`config.mk`:
```
export PLATFORM = sky130hd
export DESIGN_NAME = sccb_master
export DESIGN_NICKNAME = d
export VERILOG_FILES = /design/src/rtl/sccb_master.sv
export SDC_FILE = /design/constraint.sdc
export NUM_CORES = 1
export LEC_CHECK = 0
export CORE_ASPECT_RATIO = 1.75
export CORE_MARGIN = 3
export CORE_UTILIZATION = 55
export DETAILED_ROUTE_END_ITERATION = 12
export GPL_TIMING_DRIVEN = 0
export PLACE_DENSITY = 0.77
export SYNTH_ARGS = -nofsm -noshare
export SYNTH_HDL_FRONTEND = slang
export SYNTH_SLANG_ARGS = --single-unit
```
`constraint.sdc`:
```
create_clock -name clk -period 4.3 [get_ports clk]
set_input_delay 0.645 -clock clk [delete_from_list [all_inputs] [get_ports clk]]
set_output_delay 0.645 -clock clk [all_outputs]
set_load 0.05 [all_outputs]
```
`src/rtl/sccb_master.sv`:
```
// SCCB 3-phase write master: accepts one {reg, data} request and
// shifts out {DEV_ADDR, reg, data}, each byte followed by a released 9th bit.
// Optional macro SCCB_ACK_CHECK_EN: samples the 9th bits and sets a
// sticky ack_err on NACK; when undefined ack_err is 0 and sio_d_i is unused.
// Ports:
//   clk, rst            : clock, synchronous active-high reset
//   req_valid/req_ready : request handshake, req_data = {reg[7:0], data[7:0]}
//   busy, done, ack_err : status (busy outside IDLE, done at STOP end)
//   sio_c, sio_d_oe     : SCCB clock, SIO_D pull-low enable
//   sio_d_i             : sampled SIO_D level
module sccb_master #(
  parameter int          QTR_CYCLES = 125,
  parameter logic [7:0]  DEV_ADDR   = 8'h42,
  parameter int          GAP_CYCLES = 500
) (
  input  logic        clk,
  input  logic        rst,
  input  logic        req_valid,
  output logic        req_ready,
  input  logic [15:0] req_data,
  output logic        busy,
  output logic        done,
  output logic        ack_err,
  output logic        sio_c,
  output logic        sio_d_oe,
  input  logic        sio_d_i
);

  localparam int CNT_MAX =
    (QTR_CYCLES > GAP_CYCLES) ? QTR_CYCLES : GAP_CYCLES;
  localparam int CW = $clog2(CNT_MAX + 1);
  localparam logic [CW-1:0] QTR_LAST = CW'(QTR_CYCLES - 1);
  localparam logic [CW-1:0] GAP_LAST = CW'(GAP_CYCLES - 1);
  localparam logic [4:0]    LAST_IDX = 5'd26;

  typedef enum logic [2:0] {
    S_IDLE,
    S_START_A,
    S_START_B,
    S_BIT,
    S_STOP_A,
    S_STOP_B,
    S_STOP_C,
    S_GAP
  } state_e;

  state_e        state_q, state_d;
  logic [CW-1:0] cnt_q, cnt_d;
  logic [1:0]    qtr_q, qtr_d;
  logic [4:0]    idx_q, idx_d;
  logic [26:0]   shift_q, shift_d;
  logic          sio_c_q, sio_c_d;
  logic          sio_d_oe_q, sio_d_oe_d;

  logic qtr_end;
  logic gap_end;
  logic accept;

  assign qtr_end   = (cnt_q == QTR_LAST);
  assign gap_end   = (cnt_q == GAP_LAST);
  assign req_ready = (state_q == S_IDLE) && !rst;
  assign accept    = req_valid && req_ready;
  assign busy      = (state_q != S_IDLE);
  assign done      = (state_q == S_STOP_C) && qtr_end;
  assign sio_c     = sio_c_q;
  assign sio_d_oe  = sio_d_oe_q;

  always_comb begin
    state_d = state_q;
    qtr_d   = qtr_q;
    idx_d   = idx_q;
    shift_d = shift_q;
    cnt_d   = qtr_end ? '0 : cnt_q + CW'(1);

    unique case (state_q)
      S_IDLE: begin
        cnt_d = '0;
        if (accept) begin
          shift_d = {DEV_ADDR, 1'b1,
                     req_data[15:8], 1'b1,
                     req_data[7:0], 1'b1};
          qtr_d   = '0;
          idx_d   = '0;
          state_d = S_START_A;
        end
      end
      S_START_A: begin
        if (qtr_end) state_d = S_START_B;
      end
      S_START_B: begin
        if (qtr_end) state_d = S_BIT;
      end
      S_BIT: begin
        if (qtr_end) begin
          qtr_d = qtr_q + 2'd1;
          if (qtr_q == 2'd3) begin
            shift_d = {shift_q[25:0], 1'b0};
            if (idx_q == LAST_IDX) begin
              idx_d   = '0;
              state_d = S_STOP_A;
            end else begin
              idx_d = idx_q + 5'd1;
            end
          end
        end
      end
      S_STOP_A: begin
        if (qtr_end) state_d = S_STOP_B;
      end
      S_STOP_B: begin
        if (qtr_end) state_d = S_STOP_C;
      end
      S_STOP_C: begin
        if (qtr_end) state_d = S_GAP;
      end
      S_GAP: begin
        cnt_d = gap_end ? '0 : cnt_q + CW'(1);
        if (gap_end) state_d = S_IDLE;
      end
      default: begin
        state_d = S_IDLE;
      end
    endcase
  end

  // Pin levels are decoded from the next state and registered so the
  // camera pins never see decode glitches from the counters.
  always_comb begin
    sio_c_d    = 1'b1;
    sio_d_oe_d = 1'b0;
    unique case (state_d)
      S_IDLE, S_START_A, S_GAP: begin
        sio_c_d    = 1'b1;
        sio_d_oe_d = 1'b0;
      end
      S_START_B: begin
        sio_c_d    = 1'b1;
        sio_d_oe_d = 1'b1;
      end
      S_BIT: begin
        // q0/q1 low, q2/q3 high; data set up while SCL is low
        sio_c_d    = qtr_d[1];
        sio_d_oe_d = ~shift_d[26];
      end
      S_STOP_A: begin
        sio_c_d    = 1'b0;
        sio_d_oe_d = 1'b1;
      end
      S_STOP_B: begin
        sio_c_d    = 1'b1;
        sio_d_oe_d = 1'b1;
      end
      S_STOP_C: begin
        sio_c_d    = 1'b1;
        sio_d_oe_d = 1'b0;
      end
      default: begin
        sio_c_d    = 1'b1;
        sio_d_oe_d = 1'b0;
      end
    endcase
  end

  always_ff @(posedge clk) begin
    if (rst) begin
      state_q    <= S_IDLE;
      cnt_q      <= '0;
      qtr_q      <= '0;
      idx_q      <= '0;
      shift_q    <= '0;
      sio_c_q    <= 1'b1;
      sio_d_oe_q <= 1'b0;
    end else begin
      state_q    <= state_d;
      cnt_q      <= cnt_d;
      qtr_q      <= qtr_d;
      idx_q      <= idx_d;
      shift_q    <= shift_d;
      sio_c_q    <= sio_c_d;
      sio_d_oe_q <= sio_d_oe_d;
    end
  end

`ifdef SCCB_ACK_CHECK_EN
  logic ack_err_q, ack_err_d;
  logic ack_slot;

  // First cycle of q2 of each ninth bit: SCL is high on the pin.
  assign ack_slot = (state_q == S_BIT) && (qtr_q == 2'd2) &&
                    (cnt_q == '0) &&
                    ((idx_q == 5'd8) || (idx_q == 5'd17) ||
                     (idx_q == LAST_IDX));

  always_comb begin
    ack_err_d = ack_err_q;
    if (ack_slot && sio_d_i) ack_err_d = 1'b1;
  end

  always_ff @(posedge clk) begin
    if (rst) ack_err_q <= 1'b0;
    else     ack_err_q <= ack_err_d;
  end

  assign ack_err = ack_err_q;
`else
  logic unused_sio_d_i;
  assign unused_sio_d_i = sio_d_i;
  assign ack_err        = 1'b0;
`endif

endmodule

```
Word level (Yosys, flattened, before mapping):

Cells that the tools add are included.

* $add $sub $neg: 3
* equal/unequal tests: 21
* mux-type cells: 28
* bitwise logic cells: 1
* reductions and logical operators: 13

Operator list (count)
* 27-bit 2-to-1 mux: 3
* 27-bit case mux with 2 select lines: 1
* 3-bit 2-to-1 mux: 10
* 3-bit equality test, second input constant: 8
* 3-bit case mux with 8 select lines: 1
* 5-bit 2-to-1 mux: 4
* 9-bit 2-to-1 mux: 2
* 9-bit case mux with 2 select lines: 1
* 3-bit by 2-bit equality test with 1-bit output, second input constant: 4
* 5-bit case mux with 2 select lines: 1
* 9-bit by 1-bit adder with 9-bit output, second input constant: 1
* 9-bit by 7-bit equality test with 1-bit output, second input constant: 1
* 9-bit equality test, second input constant: 1
* 3-bit by 1-bit equality test with 1-bit output, second input constant: 2
* 3-bit logical NOT: 2
* 2-bit != test, second input constant: 3
* 1-bit case mux with 3 select lines: 2
* 6-bit OR reduction: 1
* 5-bit by 1-bit adder with 5-bit output, second input constant: 1
* 5-bit equality test, second input constant: 1
* 2-bit 2-to-1 mux: 2
* 2-bit case mux with 2 select lines: 1
* 4-bit AND reduction: 1
* 4-bit OR reduction: 1
* other kinds (9): 11

* flip-flop bits (word level): 48
* input port bits: 20
* output and inout port bits: 6
* logic and storage cells: 75

Longest topological paths before layout:

Gate-level depths: netlist (run 1).

* depth in word-level cells: 8
* depth in mapped cells: 8
* gate-level depth less buffers: 7

Worst setup path before layout (run 1):

No wires, ideal clock.

* path type: register to output
* start point: register cnt_q[0]
* end point: output port done
* data arrival time: 1.914 ns
* data required time: 3.655 ns
* slack: 1.741 ns
* cell stages (with the launch flop): 6
* buffers on the path: 0
* cells stage by stage: dfxtp_1 inv_1 ha_1 and4bb_2 nand2_1 nor3_1

* word-level cells in the longest chain between the ends: 2

Ends and longest elaborated chain
* from (decl): RTL line 48 `logic [CW-1:0] cnt_q, cnt_d;`
* from (signal assigned): RTL line 175 `cnt_q <= cnt_d;`
* 9-bit by 7-bit equality test with 1-bit output: RTL line 59 `assign qtr_end = (cnt_q == QTR_LAST);`
* 1-bit logical AND: RTL line 64 `assign done = (state_q == S_STOP_C) && qtr_end;`
* to (decl): RTL line 22 `output logic done,`

No other way between the ends.

Worst setup path in the final report (run 1):

Same ends and word-level chain as after synthesis.

==> implementation parameters, run 1 <==
Parameter                              Value

Place
  Routability congestion estimate    just under 0.9
  Worst-case setup slack after placement    approximately 1700 ps
  Count of buffers from port buffering    22
  HPWL after DPL    roughly 3.4 mm
  Placed cell areas    0.00246 sq mm

Route
  1st-iter DRT viols    51
  Detailed Route WL    4.69 mm
  Number of routed nets with antenna violations    0
  Detailed-route DRC error count    0
  Via count normalized by instance count    roughly 5.6
  DR pass1 iterations    4
  Routed length per instance    roughly 14 um
  Via count    between 1500 and 2000

Clocking
  TritonCTS clock tree    built
  Cts-stage hold buffer count    0
  Post-CTS setup-driven buffer insertion count    0
  Clock buffers created by TritonCTS    5
  Clock latency on the worst-skew pair    just under 300 ps
  Clock input transition at the sequential cells of the worst setup and hold paths    around 80 ps
  Number of resized instances in the post-cts repair step    0
  Number of levels in the clock H-tree    2
  Worst-case clock buffer depth    2
  CTS Root Buffer Type    sky130_fd_sc_hd__clkbuf_8
  Clock net sink count    between 40 and 50

Finish
  P&R area growth vs syn    16.9%
  Final Cell Area    around 0.0025 sq mm
  Proportion of layout cells with a drive suffix above 1    0.0903
  N_diodes    0
  Layout net count    between 300 and 400
  Fill count    roughly 350

Worst hold path
  Worst hold start    shift_q[7]$_SDFFE_PP0P_
  Hold crit path type    register to register

Floorplanning
  Effective utilization at floorplan    0.589
  Die width    around 54 um
  Y dimension of the die    slightly below 90 um
  Die footprint    approximately 0.0048 sq mm
  Top-level port count    26
  Site row count    29
  Core Region    around 0.0037 sq mm

Power and ir drop
  Leakage power figure    just under 0.9 nW
  Portion of total power attributed to sequential cells    0.571
  Net switching power    roughly 0.00019 W
  Sw frac    0.231
  Pint    around 0.00063 W
  Relative contribution of the clock network to total power    0.329
  Logic gate share of total power    0.100
  Maximum VDD drop    between 0.2 and 0.3 mV
  Total power divided by cell area    around 320 mW/mm^2

GRT
  Vias in the first global route    approximately 1800
  Initial antenna violation count    0
  Grt ovf    0
  Tot GR Track Use    0.219
  Maximum number of pins on one net before global-route repair    14
  First-pass GRT wire length    about 7.9 mm

Outcome
  Outcome    finished, final reports clean

Critical path
  Startpoint of the worst-slack reg-to-reg timing path    cnt_q[0]$_SDFF_PP0_
  Cell chain of the critical path    inv_1 > ha_1 > and4bb_2 > nand2_1 > nor3_1 > clkdlybuf4s50_1
  Worst path max stage delay    830 ps
  Required time reported for the critical path endpoint    3650 ps
  Critical-path cell with the highest stage delay    sky130_fd_sc_hd__clkdlybuf4s50_1
  Largest fanout on the critical path    5
  Worst setup EP type    output port
  Startpoint class of the critical path    register
  Crit Path Category    register to output port
  Critical path data arrival time    2240 ps
  Origin of the worst setup path    cnt_q[0]$_SDFF_PP0_

Logic synthesis
  Area share of the largest cell type after synthesis    0.441
  Yosys warns    0
  EDFF count, synth    0
  Number of synthesized register bits    48
  Netlist area before placement    between 0.002 and 0.0025 sq mm
  Avg Synthesized Cell Area    8.44 sq um
  Ys flop type    sky130_fd_sc_hd__dfxtp_1
  Post-synthesis cell type count    48
  Post-synthesis async set-or-reset flop share    0
  Leading area contributor after synthesis    sky130_fd_sc_hd__dfxtp_1
  Sequential-to-total area share from yosys stat    0.441
  Top area cells in the synthesized netlist    sky130_fd_sc_hd__dfxtp_1 (44%), sky130_fd_sc_hd__a21oi_1 (6.0%), sky130_fd_sc_hd__a22oi_1 (5.9%)
  Net count after synthesis    283
  Gate Count Post-Synth    about 260

STA
  RSZ-0062 raised after global routing    false
  Final Skew    between 4 and 5 ps
  Max-slew violation count    0
  Fmax    0.346 GHz
  Slew of the pin with the lowest slew margin    around 550 ps
  Hold Slack    approximately 460 ps
  Final critical-path required period    around 2900 ps
  Sum Neg Setup Slack    0 ps
  Total of endpoints with negative setup slack in the final report    0
  Hold violation total from the final report    0
  Final cycle utilization of the critical path    0.671
  Setup WS post-layout    approximately 1400 ps
  Slew HR    0.635

Job
  Max_cap viols    0
layer usage:
layer	global-route usage	routed length, um	part of all wire	vias up
met4	0.0884	91	0.019	0
met1	0.228	1870	0.40	902
met5	0	0	0	-
met3	0.0451	134	0.029	7
li1	-	-	-	953
met2	0.409	2590	0.55	24
per-stage QoR:
stage               cells  power (W)  utilization
floorplan             258   0.000525            -
global placement      326   0.000555        0.664
detailed placement    326   0.000556        0.664
CTS                   334   0.000823        0.688
global route          334   0.000851        0.688
finish                334   0.000814        0.688
critical path, delay by kind of cell (launching register included):
kind	cells	cell delay, ps
simple gates	3	540
buf+inv	2	900
fa+ha+maj	1	170
flops	1	350
synthesized netlist by cell type (all sizes together) (3+ instances only):
library cell and instances:
clkbuf 6, nor2 35, nor4 4, inv 5
dfxtp 48, xnor2 7, buf 13, a21oi 26
ha 5, xor2 3, o21ai 3, and4 3
nor3 9, nand2 32, a22oi 17, nand3 11
state kept, by name (all words and copies together) (netlist names):
signal    cells
qtr_q         2
cnt_q         9
state_q       3
sio_c         1
sio_d_oe      1
idx_q         5
shift_q      27
layout make-up:
type / instances / area (sq um) / area share
multi-input combinational: 186 / 1090 / 0.427
sequential: 48 / 961 / 0.377
timing repair buffer: 22 / 220 / 0.0865
buffer: 19 / 111 / 0.0437
clock buffer: 8 / 90.1 / 0.0354
tap: 46 / 57.6 / 0.0226
inverter: 5 / 18.8 / 0.00737
placed cells by master, fill, tap and decap left out, types with 2 or more instances in the layout:
cell | netlist | layout
sky130_fd_sc_hd__a21oi_1 | 26 | 26
sky130_fd_sc_hd__buf_2 | 8 | 8
sky130_fd_sc_hd__nor2_1 | 34 | 34
sky130_fd_sc_hd__nand2b_1 | 2 | 2
sky130_fd_sc_hd__and2_1 | 2 | 2
sky130_fd_sc_hd__clkbuf_8 | 0 | 6
sky130_fd_sc_hd__o21ai_0 | 2 | 2
sky130_fd_sc_hd__clkbuf_1 | 6 | 8
sky130_fd_sc_hd__inv_1 | 5 | 5
sky130_fd_sc_hd__nand4_1 | 2 | 2
sky130_fd_sc_hd__mux2i_1 | 2 | 2
sky130_fd_sc_hd__nor4_1 | 2 | 2
sky130_fd_sc_hd__xor2_1 | 3 | 3
sky130_fd_sc_hd__and4_1 | 2 | 2
sky130_fd_sc_hd__ha_1 | 5 | 5
sky130_fd_sc_hd__a31oi_1 | 2 | 2
sky130_fd_sc_hd__nand2_1 | 32 | 32
sky130_fd_sc_hd__or3_1 | 2 | 2
sky130_fd_sc_hd__nor3_1 | 9 | 9
sky130_fd_sc_hd__dfxtp_1 | 48 | 48
sky130_fd_sc_hd__a22oi_1 | 17 | 17
sky130_fd_sc_hd__xnor2_1 | 7 | 7
sky130_fd_sc_hd__buf_4 | 2 | 2
sky130_fd_sc_hd__nand3_1 | 11 | 11
sky130_fd_sc_hd__clkdlybuf4s50_1 | 0 | 22
sky130_fd_sc_hd__buf_6 | 3 | 3
power by group through the flow:
stage               logic [W]  registers [W]  clock network (W)
floorplan           0.0000519       0.000473                  0
global placement    0.0000805       0.000475                  0
detailed placement  0.0000814       0.000475                  0
CTS                 0.0000819       0.000465           0.000277
global route        0.0000896       0.000466           0.000295
finish              0.0000815       0.000465           0.000268
logic make-up (layout without fill, tap and decap cells):
| logic type | Yosys count | after routing | share of synthesized area |
|---|---|---|---|
| and+or+nand+nor | 110 | 110 | 0.251 |
| AOI/OAI and AO/OA | 58 | 58 | 0.168 |
| DFF | 48 | 48 | 0.441 |
| buffers and inverters | 24 | 54 | 0.0597 |
| xor gates and xnor gates | 10 | 10 | 0.0402 |
| adders and majority gates | 5 | 5 | 0.0287 |
| muxes | 2 | 2 | 0.00919 |
| other | 1 | 1 | 0.00172 |
final timing paths:
path,end,slack [ps],cells after the start
setup / recovery,done,1410,6
hold / removal,shift_q[7]$_SDFFE_PP0P_,460,2
setup reg to reg,shift_q[24]$_SDFFE_PP0P_,2150,8
hold reg to reg,shift_q[7]$_SDFFE_PP0P_,460,2
No activity file was read; power rests on OpenSTA's default activity.
==> inputs of run 2 (changes only) <==
- CORE_UTILIZATION: 55 -> 49
- PLACE_DENSITY: 0.77 -> 0.72
- clock period: 4.3 -> 2.3 ns (I/O delays scaled with it)
==> implementation parameters, run 2 (synthesis results as in run 1) <==
Parameter                              Value

Clocking
  Clock net sink count    48 (unchanged)
  Number of levels in the clock H-tree    2 (unchanged)
  Worst-case clock buffer depth    2 (unchanged)
  CTS Root Buffer Type    sky130_fd_sc_hd__clkbuf_8
  Clock buffers created by TritonCTS    5 (unchanged)
  Number of resized instances in the post-cts repair step    4 (+4)
  Clock latency on the worst-skew pair    300 ps (about the same)
  TritonCTS clock tree    built
  Post-CTS setup-driven buffer insertion count    0 (unchanged)
  Clock input transition at the sequential cells of the worst setup and hold paths    90 ps (about the same)
  Cts-stage hold buffer count    0 (unchanged)

Route
  Routed length per instance    13.8 um (-1.8%)
  Via count normalized by instance count    5.62 (-0.42%)
  Via count    1895 (+0.48%)
  Detailed Route WL    4.65 mm (-0.90%)
  Number of routed nets with antenna violations    0 (unchanged)
  1st-iter DRT viols    69 (+35%)
  DR pass1 iterations    5 (+1)
  Detailed-route DRC error count    0 (unchanged)

GRT
  Grt ovf    0 (unchanged)
  Initial antenna violation count    0 (unchanged)
  Tot GR Track Use    0.196 (-0.0231)
  Maximum number of pins on one net before global-route repair    16 (+2)
  First-pass GRT wire length    8.13 mm (+3.1%)
  Vias in the first global route    1828 (-0.16%)

STA
  Final Skew    5.67 ps (+1.48 ps)
  Hold Slack    389 ps (-70.8 ps)
  Hold violation total from the final report    0 (unchanged)
  RSZ-0062 raised after global routing    true
  Sum Neg Setup Slack    0 ps (unchanged)
  Slew HR    0.644 (+0.00910)
  Fmax    about 0.47 GHz
  Slew of the pin with the lowest slew margin    534 ps (-13.7 ps)
  Max-slew violation count    0 (unchanged)
  Final critical-path required period    around 2100 ps
  Final cycle utilization of the critical path    0.934
  Total of endpoints with negative setup slack in the final report    0 (unchanged)

Finish
  Leading registers by flop count    shift_q (27), cnt_q (9), idx_q (5)
  Commonest cells after routing, fill and taps aside    sky130_fd_sc_hd__dfxtp_1 (48), sky130_fd_sc_hd__nor2_1 (34), sky130_fd_sc_hd__nand2_1 (32), sky130_fd_sc_hd__a21oi_1 (26), sky130_fd_sc_hd__clkdlybuf4s50_1 (19)
  Proportion of layout cells with a drive suffix above 1    0.101 (+0.0104)
  Fill count    394 (+14%)
  P&R area growth vs syn    17.9%
  Non-Filler Instances    337 (+0.90%)
  Core occupancy in the finished layout    0.607 (-0.0807)
  N_diodes    0 (unchanged)
  Max reg flops    27 (unchanged)
  Register with the most flip-flops    shift_q
  Layout net count    312 (unchanged)
  Most frequent standard cell in the layout excluding fill and tap cells    sky130_fd_sc_hd__dfxtp_1

Place
  Routability congestion estimate    0.886 (+1.3%)
  HPWL after DPL    3.36 mm (-0.72%)
  Count of buffers from port buffering    22 (unchanged)
  Placed instance count    329 (+0.92%)

Power and ir drop
  Sw frac    0.232 (+0.00115)
  Total power divided by cell area    632 mW/mm^2 (+98%)
  Portion of total power attributed to sequential cells    0.535 (-0.036)
  Net switching power    0.000377 W (+100%)
  Leakage power figure    0.916 nW (+3.1%)
  Pint    0.00125 W (+99%)
  Maximum VDD drop    0.590 mV (+110%)
  Logic gate share of total power    0.093 (-0.007)
  Relative contribution of the clock network to total power    0.372 (+0.043)

Critical path
  Startpoint class of the critical path    register
  Critical path data arrival time    2320 ps (+80 ps)
  Required time reported for the critical path endpoint    2470 ps (-1180 ps)
  Crit Path Category    register to register
  Worst setup EP type    register
  Largest fanout on the critical path    10 (+5)

Floorplanning
  Y dimension of the die    94.2 um (+5.5%)
  Core Region    0.00423 sq mm (+14%)
  Die footprint    0.00531 sq mm (+11%)
  Site row count    31 (+6.9%)
  Effective utilization at floorplan    0.515 (-0.0733)
  Top-level port count    26 (unchanged)
  Die width    56.4 um (+5.3%)

Outcome
  Outcome    finished, final reports clean

Worst hold path
  Hold crit path type    primary input to register

Job
  Max_cap viols    0 (unchanged)
## run 2: metal layers
layer	routed length [um]	GRT usage
met3	154	0.0440
met5	0	0
met2	2490	0.348
met4	72	0.0792
met1	1930	0.223
## run 2: layout make-up
cell class              instances  area (sq um)  share of cell area
repair buffers                 22           216              0.0843
multi-input cells             186          1090               0.423
flip-flops and latches         48           961               0.374
well taps                      49          61.3              0.0239
clock buffers                   5          68.8              0.0268
inverters                       5          18.8             0.00731
clock inverters                 3          42.5              0.0166
plain buffers                  19           111              0.0434
## run 2: stage by stage
stage	power [W]	setup WS [ps]	instance area (sq um)
detailed placement	0.00104	51.2	2460
global placement	0.00104	19.9	2460
finish	0.00162	153	2570
global route	0.00169	-10.6	2570
CTS	0.00164	3.98	2570
floorplan	0.000981	40.8	2180
## run 2: final timing paths
| path | from | to | slack, ps | depth (start not counted) |
|---|---|---|---|---|
| setup / recovery | cnt_q[0]$_SDFF_PP0_ | shift_q[24]$_SDFFE_PP0P_ | 150 | 8 |
| hold / removal | rst | shift_q[9]$_SDFFE_PP0P_ | 390 | 2 |
| setup reg to reg | cnt_q[0]$_SDFF_PP0_ | shift_q[24]$_SDFFE_PP0P_ | 150 | 8 |
| hold reg to reg | shift_q[5]$_SDFFE_PP0P_ | shift_q[5]$_SDFFE_PP0P_ | 460 | 2 |
## run 2: worst max-delay path, cell delays in order, from the launching register on
cell and delay [ps]:
sky130_fd_sc_hd__dfxtp_1 350, sky130_fd_sc_hd__inv_1 60, sky130_fd_sc_hd__ha_1 160, sky130_fd_sc_hd__or3b_2 450, sky130_fd_sc_hd__nor4_2 360, sky130_fd_sc_hd__nand2_1 140, sky130_fd_sc_hd__clkbuf_1 260, sky130_fd_sc_hd__nand3_1 150
sky130_fd_sc_hd__a21oi_1 70
## run 2: power groups by stage
stage | sequential, W | clock (W) | combinational, W
2_1_floorplan | 0.000884 | 0 | 0.0000970
3_3_place_gp | 0.000888 | 0 | 0.000151
3_5_place_dp | 0.000889 | 0 | 0.000153
4_1_cts | 0.000869 | 0.000617 | 0.000153
5_1_grt | 0.000872 | 0.000646 | 0.000169
6_report | 0.000869 | 0.000604 | 0.000150
